File: src/rtl/ps2_dev_tx.sv
// PS/2 device-side transmitter: buffers scan-code bytes in a small FIFO and
// serialises each as an 11-bit keyboard frame on ps2_clk/ps2_data.
module ps2_dev_tx #(
  parameter int unsigned CLK_DIV    = 50,
  parameter int unsigned GAP_HP     = 4,
  parameter int unsigned FIFO_DEPTH = 4
) (
  input  logic                          clk,
  input  logic                          rst,
  input  logic                          in_valid,
  input  logic [7:0]                    in_data,
  output logic                          in_ready,
  input  logic                          inhibit,
  output logic                          ps2_clk,
  output logic                          ps2_data,
  output logic                          busy,
  output logic [$clog2(FIFO_DEPTH):0]   fifo_level
);

  localparam int unsigned AW = $clog2(FIFO_DEPTH);
  localparam int unsigned CW = $clog2(CLK_DIV);
  localparam int unsigned GW = (GAP_HP > 1) ? $clog2(GAP_HP) : 1;
  localparam logic [CW-1:0] CNT_LAST = CW'(CLK_DIV - 1);
  localparam logic [GW-1:0] GAP_LAST = GW'(GAP_HP - 1);
  localparam logic [AW:0]   LVL_FULL = (AW+1)'(FIFO_DEPTH);

  typedef enum logic [2:0] {
    S_IDLE,
    S_HIGH,
    S_LOW,
    S_GAP,
    S_RETRY
  } state_t;

  function automatic logic [10:0] make_frame(input logic [7:0] d);
    return {1'b1, ~^d, d, 1'b0};
  endfunction

  // FIFO
  logic [7:0]    mem [FIFO_DEPTH];
  logic [AW-1:0] wr_ptr, rd_ptr;
  logic [AW:0]   level;
  logic          push, pop;

  assign in_ready   = (level != LVL_FULL);
  assign push       = in_valid && in_ready;
  assign fifo_level = level;

  always_ff @(posedge clk or negedge rst) begin
    if (!rst) begin
      wr_ptr <= '0;
      rd_ptr <= '0;
      level  <= '0;
    end else begin
      if (push) wr_ptr <= wr_ptr + 1'b1;
      if (pop)  rd_ptr <= rd_ptr + 1'b1;
      case ({push, pop})
        2'b10:   level <= level + 1'b1;
        2'b01:   level <= level - 1'b1;
        default: ;
      endcase
    end
  end

  always_ff @(posedge clk) begin
    if (push) mem[wr_ptr] <= in_data;
  end

  // Frame sequencer
  state_t        state, state_n;
  logic [CW-1:0] cnt, cnt_n;
  logic [GW-1:0] gap_cnt, gap_n;
  logic [3:0]    bit_idx, bit_n;
  logic [10:0]   shreg, shreg_n;
  logic [7:0]    cur_byte, byte_n;
  logic          data_q, data_n;
  logic          clk_q, clk_n;
  logic          hp_end, launch;
  logic [7:0]    launch_byte;

  always_ff @(posedge clk or negedge rst) begin
    if (!rst) begin
      state    <= S_IDLE;
      cnt      <= '0;
      gap_cnt  <= '0;
      bit_idx  <= '0;
      shreg    <= '0;
      cur_byte <= '0;
      data_q   <= 1'b1;
      clk_q    <= 1'b1;
    end else begin
      state    <= state_n;
      cnt      <= cnt_n;
      gap_cnt  <= gap_n;
      bit_idx  <= bit_n;
      shreg    <= shreg_n;
      cur_byte <= byte_n;
      data_q   <= data_n;
      clk_q    <= clk_n;
    end
  end

  always_comb begin
    state_n     = state;
    cnt_n       = cnt;
    gap_n       = gap_cnt;
    bit_n       = bit_idx;
    shreg_n     = shreg;
    byte_n      = cur_byte;
    data_n      = data_q;
    pop         = 1'b0;
    launch      = 1'b0;
    launch_byte = cur_byte;
    hp_end      = (cnt == CNT_LAST);

    case (state)
      S_IDLE: begin
        data_n = 1'b1;
        if ((level != '0) && !inhibit) begin
          launch      = 1'b1;
          pop         = 1'b1;
          launch_byte = mem[rd_ptr];
        end
      end
      S_RETRY: begin
        data_n = 1'b1;
        if (!inhibit) launch = 1'b1;
      end
      S_HIGH: begin
        if (inhibit && (bit_idx <= 4'd9)) begin
          state_n = S_RETRY;
          cnt_n   = '0;
          data_n  = 1'b1;
        end else if (hp_end) begin
          state_n = S_LOW;
          cnt_n   = '0;
        end else begin
          cnt_n = cnt + 1'b1;
        end
      end
      S_LOW: begin
        if (inhibit && (bit_idx <= 4'd9)) begin
          state_n = S_RETRY;
          cnt_n   = '0;
          data_n  = 1'b1;
        end else if (hp_end) begin
          cnt_n = '0;
          if (bit_idx < 4'd10) begin
            bit_n   = bit_idx + 4'd1;
            shreg_n = {1'b1, shreg[10:1]};
            data_n  = shreg[1];
            state_n = S_HIGH;
          end else begin
            state_n = S_GAP;
            data_n  = 1'b1;
            gap_n   = '0;
          end
        end else begin
          cnt_n = cnt + 1'b1;
        end
      end
      S_GAP: begin
        data_n = 1'b1;
        if (hp_end) begin
          cnt_n = '0;
          if (gap_cnt == GAP_LAST) begin
            state_n = S_IDLE;
            gap_n   = '0;
          end else begin
            gap_n = gap_cnt + 1'b1;
          end
        end else begin
          cnt_n = cnt + 1'b1;
        end
      end
      default: state_n = S_IDLE;
    endcase

    // IDLE pop and RETRY relaunch share one launch path; the retained byte
    // is reloaded so an aborted frame restarts from its start bit.
    if (launch) begin
      byte_n  = launch_byte;
      shreg_n = make_frame(launch_byte);
      bit_n   = '0;
      data_n  = 1'b0;
      cnt_n   = '0;
      state_n = S_HIGH;
    end

    clk_n = (state_n != S_LOW);
  end

  assign ps2_clk  = clk_q;
  assign ps2_data = data_q;
  assign busy     = (level != '0) || (state != S_IDLE);

endmodule

File: config.mk
export PLATFORM = sky130hd
export DESIGN_NAME = ps2_dev_tx
export DESIGN_NICKNAME = d
export VERILOG_FILES = /design/src/rtl/ps2_dev_tx.sv
export SDC_FILE = /design/constraint.sdc
export NUM_CORES = 1
export LEC_CHECK = 0
export CORE_MARGIN = 4
export CORE_UTILIZATION = 45
export DETAILED_ROUTE_END_ITERATION = 8
export GPL_TIMING_DRIVEN = 0
export HOLD_SLACK_MARGIN = 0.02
export PLACE_DENSITY = 0.75
export RECOVER_POWER = 50
export SYNTH_ARGS = -nofsm -noshare
export SYNTH_HDL_FRONTEND = slang
export SYNTH_SLANG_ARGS = --single-unit
export TNS_END_PERCENT = 50
File: constraint.sdc
create_clock -name clk -period 2.3 [get_ports clk]
set_input_delay 0.23 -clock clk [delete_from_list [all_inputs] [get_ports clk]]
set_output_delay 0.23 -clock clk [all_outputs]
set_load 0.01 [all_outputs]
==> results.toml, run 1 <==
[floorplan]
core_mm2 = 0.007370
core.rowCount = 31
die_x_um = 95.98
start_util_pct = 47.27
die_h_um = 95.98
io_pins = 19
fp.dieArea_mm2 = 0.009212

[final_layout]
drive_above_1_share_pct = 18.73
multi_input_area_mm2 = 0.001385
final_core_util_pct = 54.72
seq_area_mm2 = 0.002016
diodes = 0
syn2layout_area_growth_pct = 15.77
num-fill-cells = 616
fin_nets = 318

[worst_setup_path]
crit_fanout = 3
path_class = "reg -> reg"
rr_worst_depth = 9
rrSetupSlack_ns = 0.1
r2r_start = "state[1]"
r2r-end = "fifo_level[2]"
crit_chain = "or2_4, or4_4, clkinv_4, ha_4, inv_2, fa_2, xor2_1, nor2_1, xor2_1"
cpPeakStageDelay_ns = 0.46
setup.worst_path.end = "fifo_level[2]"
cp-end-kind = "register"
crit_slowest_cell = "or4_4"
path_delay_family = "simple AND/OR/NAND/NOR gates"
arrival_ns = 2.47
critPathRequiredTime_ns = 2.57
crit_buf_inv = 2
start_kind = "register"
cpMostUsedCell = "xor2_1"
path_depth = 9
crit_start = "state[1]"

[timing]
relSlewSlack_pct = 30.71
timing.final.ws_setup_ns = 0.09726
final-setup-viol-count = 0
max_freq_mhz = 454.0
finalCriticalPeriod_ns = 2.203
drv_slew = 0
fin_crit_sh_pct = 95.77
worst_slew_pin_slew_ns = 1.039
rsz0062_at_grt = "false"
hold_slack_ns = 0.4797
hold_viol = 0
finalClockSkew_ns = 0.01280
tns_ns = 0

[place]
gp_congestion = 0.7460
dp.final_hpwl_um = 4032
dpl_worst_slack_ns = -0.3771
io_buffers = 18

[clock_tree]
cts_tree = "built"
tritoncts.num_buffers = 9
h-tree-depth = 3
clock_latency_ns = 0.35
cts.reportedPaths.clkPinSlew_ns = 0.09
cts_root_buf = "clkbuf_8"
clock_path_buffers = 2
clock_sinks = 74

[logic_synthesis]
synth_seq_area_share_pct = 57.83
ys_types = 50
synthArstFlopShare_pct = 56.76
ys_ff_latch = 74
synth_area_mm2 = 0.003483
synth.avg_cell_area_um2 = 13.40
synth_edf_count = 32
synth_nets = 284
ys_warn_count = 0
synthCells = 260
synth_top_flop_cell = "dfrtp_1"

[routing]
routed_via_density = 5.181
wirelength_um = 5737
routedWlPerCell_um = 14.41
drcViolationCount = 0
route.vias.total = 2062
dr.first_iter.drc_count = 100
drtPass1Iterations = 4
ant_nets = 0

[grt]
antenna_found_initial = 0
grt_max_degree = 24
grt_pass1_vias = 2109
grt_usage_pct = 14.23
grt_pass1_wl_um = 9880
grt-ovfl-total = 0

[pwr]
powerDensity_mw_per_mm2 = 757.4
p_total_uw = 3054
vdd.ir_drop.worst_mv = 0.4585
leakage_uw = 0.001667

[run]
maxCapViolations = 0

[min_path]
holdCritStartpoint = "shreg[10]"
hold_class = "reg -> reg"

[status]
status = "complete, no violations"
layout by cell type (no fill, tap or decap), types with 2 or more instances in the layout:
master           count
a21oi_1              2
and2_1               2
and3_1               4
buf_4                6
clkbuf_1             7
clkbuf_8            10
clkdlybuf4s50_1      9
clkinv_4             3
dfrtp_1             39
dfstp_2              2
dlygate4sd3_1        9
edfxtp_1            32
ha_1                10
inv_1                8
inv_6                3
inv_8                2
mux2_4               8
mux2i_1             15
mux4_2               8
nand2_1             24
nand3_1              3
nand4_1              2
nor2_1              13
nor2b_1              2
nor3_1               2
nor4_1               2
o21ai_0              7
o21ai_1              9
o21bai_1             2
o22ai_1              2
o31ai_1              2
or3_1                3
xnor2_1             10
xor2_1              12
flip-flops by register name (all words and copies together), names as in the netlist:
register	cells
bit_idx	4
cnt	6
cur_byte	8
fifo_level	3
gap_cnt	2
mem	32
ps2_clk	1
ps2_data	1
rd_ptr	2
shreg	10
state	3
wr_ptr	2
per-layer routing:
layer	global-route usage (%)	routed length [µm]
met1	17.70	2613
met2	23.75	2832
met3	4.457	219
met4	4.265	72
met5	0	0
worst min-delay path by stage:
stage,end,slack [ns],depth (start not counted)
after floorplan,bit_idx[0],-0.07,0
after detailed placement,gap_cnt[0],0.23,1
after global placement,shreg[10],0.45,1
final,shreg[10],0.48,1
after global routing,gap_cnt[1],0.53,2
after CTS,gap_cnt[0],0.37,2
Yosys cell counts, types with 4 or more instances:
cell type  instances  area [µm²]
mux4_2             8       180.2
xnor2_1           10       87.58
inv_1             10       37.54
ha_1              11       137.6
dfrtp_1           40        1001
xor2_1            12       105.1
mux2_4             8       120.1
o21ai_0            7       35.03
o21ai_1            9       45.04
clkbuf_1           7       26.28
and3_1             4       25.02
nand2_1           24       90.09
nor2_1            13       48.80
edfxtp_1          32       960.9
mux2i_1           15       150.1
metrics by stage:
| step | cells | area [µm²] |
|---|---|---|
| 2_1_floorplan | 260 | 3512 |
| 3_3_place_gp | 377 | 3816 |
| 3_5_place_dp | 378 | 3839 |
| 4_1_cts | 399 | 4076 |
| 5_1_grt | 398 | 4033 |
| 6_report | 398 | 4033 |
layout make-up:
type,instances,share of cell area (%)
multi-input combinational,165,34.35
sequential,74,49.98
clock buffer,9,3.072
inverter,10,1.055
buffer,9,1.210
tap,99,3.072
timing repair buffer,25,5.616
clock inverter,7,1.644
timing repair:
item	in CTS	in global routing
endpoints found under the setup margin	2	7
buffers inserted	5	0
gates cloned	0	0
endpoints found under the hold margin	17	0
resized for setup	5	1
hold buffers	1	0
pin swaps	5	4
power by group:
| group | switching (µW) | leakage, µW | internal, µW |
|---|---|---|---|
| Sequential | 73.1 | 0.000832 | 1550 |
| Combinational | 262 | 0.000737 | 216 |
| Clock | 531 | 0.0000986 | 421 |
cells by family after synthesis:
logic type               count (synthesis)  share of synthesized area, %
AO/OA/AOI/OAI                           35                         6.573
multiplexers                            32                         13.25
buffers and inverters                   21                         2.838
adder cells (fa/ha/maj)                 12                         4.526
AND/OR/NAND/NOR                         64                         9.447
XOR/XNOR                                22                         5.531
flip-flops                              74                         57.83
No activity file was read; power rests on OpenSTA's default activity.
==> inputs of run 2 (changes only) <==
--- a/config.mk
+++ b/config.mk
@@ -5,13 +5,15 @@
 export SDC_FILE = /design/constraint.sdc
 export NUM_CORES = 1
 export LEC_CHECK = 0
+export CAP_MARGIN = 30
 export CORE_MARGIN = 4
 export CORE_UTILIZATION = 45
 export DETAILED_ROUTE_END_ITERATION = 8
 export GPL_TIMING_DRIVEN = 0
 export HOLD_SLACK_MARGIN = 0.02
-export PLACE_DENSITY = 0.75
+export PLACE_DENSITY = 0.62
 export RECOVER_POWER = 50
+export SETUP_SLACK_MARGIN = 0.5
 export SYNTH_ARGS = -nofsm -noshare
 export SYNTH_HDL_FRONTEND = slang
 export SYNTH_SLANG_ARGS = --single-unit
==> run 2 against run 1 <==
The flow now finishes with violations (setup timing). Final cell count is 4.0% higher. Setup slack worse by 0.13 ns. Die area stayed put. Count of clock-buffer cells in the layout stayed put. Largest power group unchanged. First-iteration DRC count is 4.0% higher. Routed wire length is 10% higher. Critical path depth is 2 higher.
==> results.toml, run 2 (synthesized netlist as in run 1, its figures left out) <==
[status]
status = "finished with violations"
violations = "setup timing"

[clock_tree]
clock_path_buffers = 2
cts_root_buf = "clkbuf_8"
clock_sinks = 74
tritoncts.num_buffers = 9
h-tree-depth = 3
cts.reportedPaths.clkPinSlew_ns = 0.09
clock_latency_ns = 0.35
cts_tree = "built"

[floorplan]
io_pins = 19
core_mm2 = 0.007370
core.rowCount = 31
die_h_um = 95.98
start_util_pct = 47.27
fp.dieArea_mm2 = 0.009212
die_x_um = 95.98

[pwr]
powerDensity_mw_per_mm2 = 701.6
leakage_uw = 0.001833
vdd.ir_drop.worst_mv = 0.5350

[place]
dpl_worst_slack_ns = -0.3584
dp.final_hpwl_um = 4096
dp.cells = 378
io_buffers = 18
gp_congestion = 0.8027

[final_layout]
largest_reg_flops = 32
instances_no_fill = 414
syn2layout_area_growth_pct = 26.33
drive_above_1_share_pct = 31.43
final_core_util_pct = 59.71
final_common_cell = "dfrtp_1"
fin_nets = 334
top_regs = "mem x32, shreg x10, cur_byte x8"
regMostFlops = "mem"
layout_common_cells = "dfrtp_1, edfxtp_1, nand2_1, mux2i_1"
diodes = 0

[routing]
routedWlPerCell_um = 15.24
drtPass1Iterations = 4
ant_nets = 0
route.vias.total = 2156
drcViolationCount = 0
wirelength_um = 6310
dr.first_iter.drc_count = 104
routed_via_density = 5.208

[worst_setup_path]
start_kind = "register"
r2r-end = "fifo_level[2]"
rr_worst_depth = 11
critPathRequiredTime_ns = 2.57
rrSetupSlack_ns = -0.03
cp-end-kind = "register"
crit_fanout = 4
r2r_start = "state[1]"
crit_start = "state[1]"
path_class = "reg -> reg"
arrival_ns = 2.61

[timing]
max_freq_mhz = 428.8
hold_viol = 0
finalClockSkew_ns = 0.01075
finalCriticalPeriod_ns = 2.332
rsz0062_at_grt = "true"
timing.final.ws_setup_ns = -0.03218
relSlewSlack_pct = 40.31
final-setup-viol-count = 3
tns_ns = -0.05050
fin_crit_sh_pct = 101.4
worst_slew_pin_slew_ns = 0.8954
drv_slew = 0
hold_slack_ns = 0.4791

[grt]
grt_usage_pct = 15.23
grt_max_degree = 27
grt_pass1_wl_um = 10470
antenna_found_initial = 0
grt-ovfl-total = 0
grt_pass1_vias = 2157

[min_path]
hold_class = "reg -> reg"
holdPathStages = 1
min_to = "shreg[10]"
holdCritStartpoint = "shreg[10]"

[run]
maxCapViolations = 0
## run 2: layout make-up
cell class	instances	area, µm²
fillers	621	2969
flip-flops and latches	74	2016
multi-input cells	165	1548
repair buffers	39	392.9
clock buffers	9	123.9
well taps	99	123.9
plain buffers	11	87.58
clock inverters	7	58.81
inverters	10	50.05
## run 2: what timing repair did
item / in CTS / in global routing
pin swaps: 8 / 16
hold buffers: 1 / 0
endpoints found under the hold margin: 16 / 0
setup buffers: 13 / 5
gates cloned: 1 / 0
setup endpoints to repair: 40 / 39
gates resized for setup: 25 / 35
## run 2: metal layers
layer / GRT usage [%] / vias up / part of all wire (%)
li1: - / 1034 / -
met4: 6.754 / 0 / 1.3
met2: 24.78 / 23 / 50
met1: 19.09 / 1087 / 46
met5: 0 / - / 0
met3: 3.909 / 12 / 2.7
## run 2: critical path: stages (launching register included)
cell and delay [ns]:
dfrtp_1 0.40, or2_4 0.28, or4_4 0.42, buf_6 0.14, buf_12 0.12, clkinv_8 0.04, ha_4 0.11, inv_2 0.03
fa_2 0.32, xor2_1 0.14, nor2_1 0.11, xor2_1 0.15
## run 2: how the worst max path moves through the flow
stage,to,cells after the start
final,fifo_level[2],11
after global routing,fifo_level[2],11
after CTS,fifo_level[2],11
after detailed placement,fifo_level[2],11
after global placement,fifo_level[2],11
after floorplan,fifo_level[2],11
## run 2: through the flow
stage | power, µW | area [µm²]
after floorplan | 1940 | 3512
after global placement | 2136 | 3816
after CTS | 3116 | 4225
final | 3087 | 4400
after detailed placement | 2155 | 3831
after global routing | 3256 | 4400
## run 2: where the power goes
part,internal (µW),switching [µW]
logic,225,278
registers,1550,78.8
clock network,411,544
total,2190,900
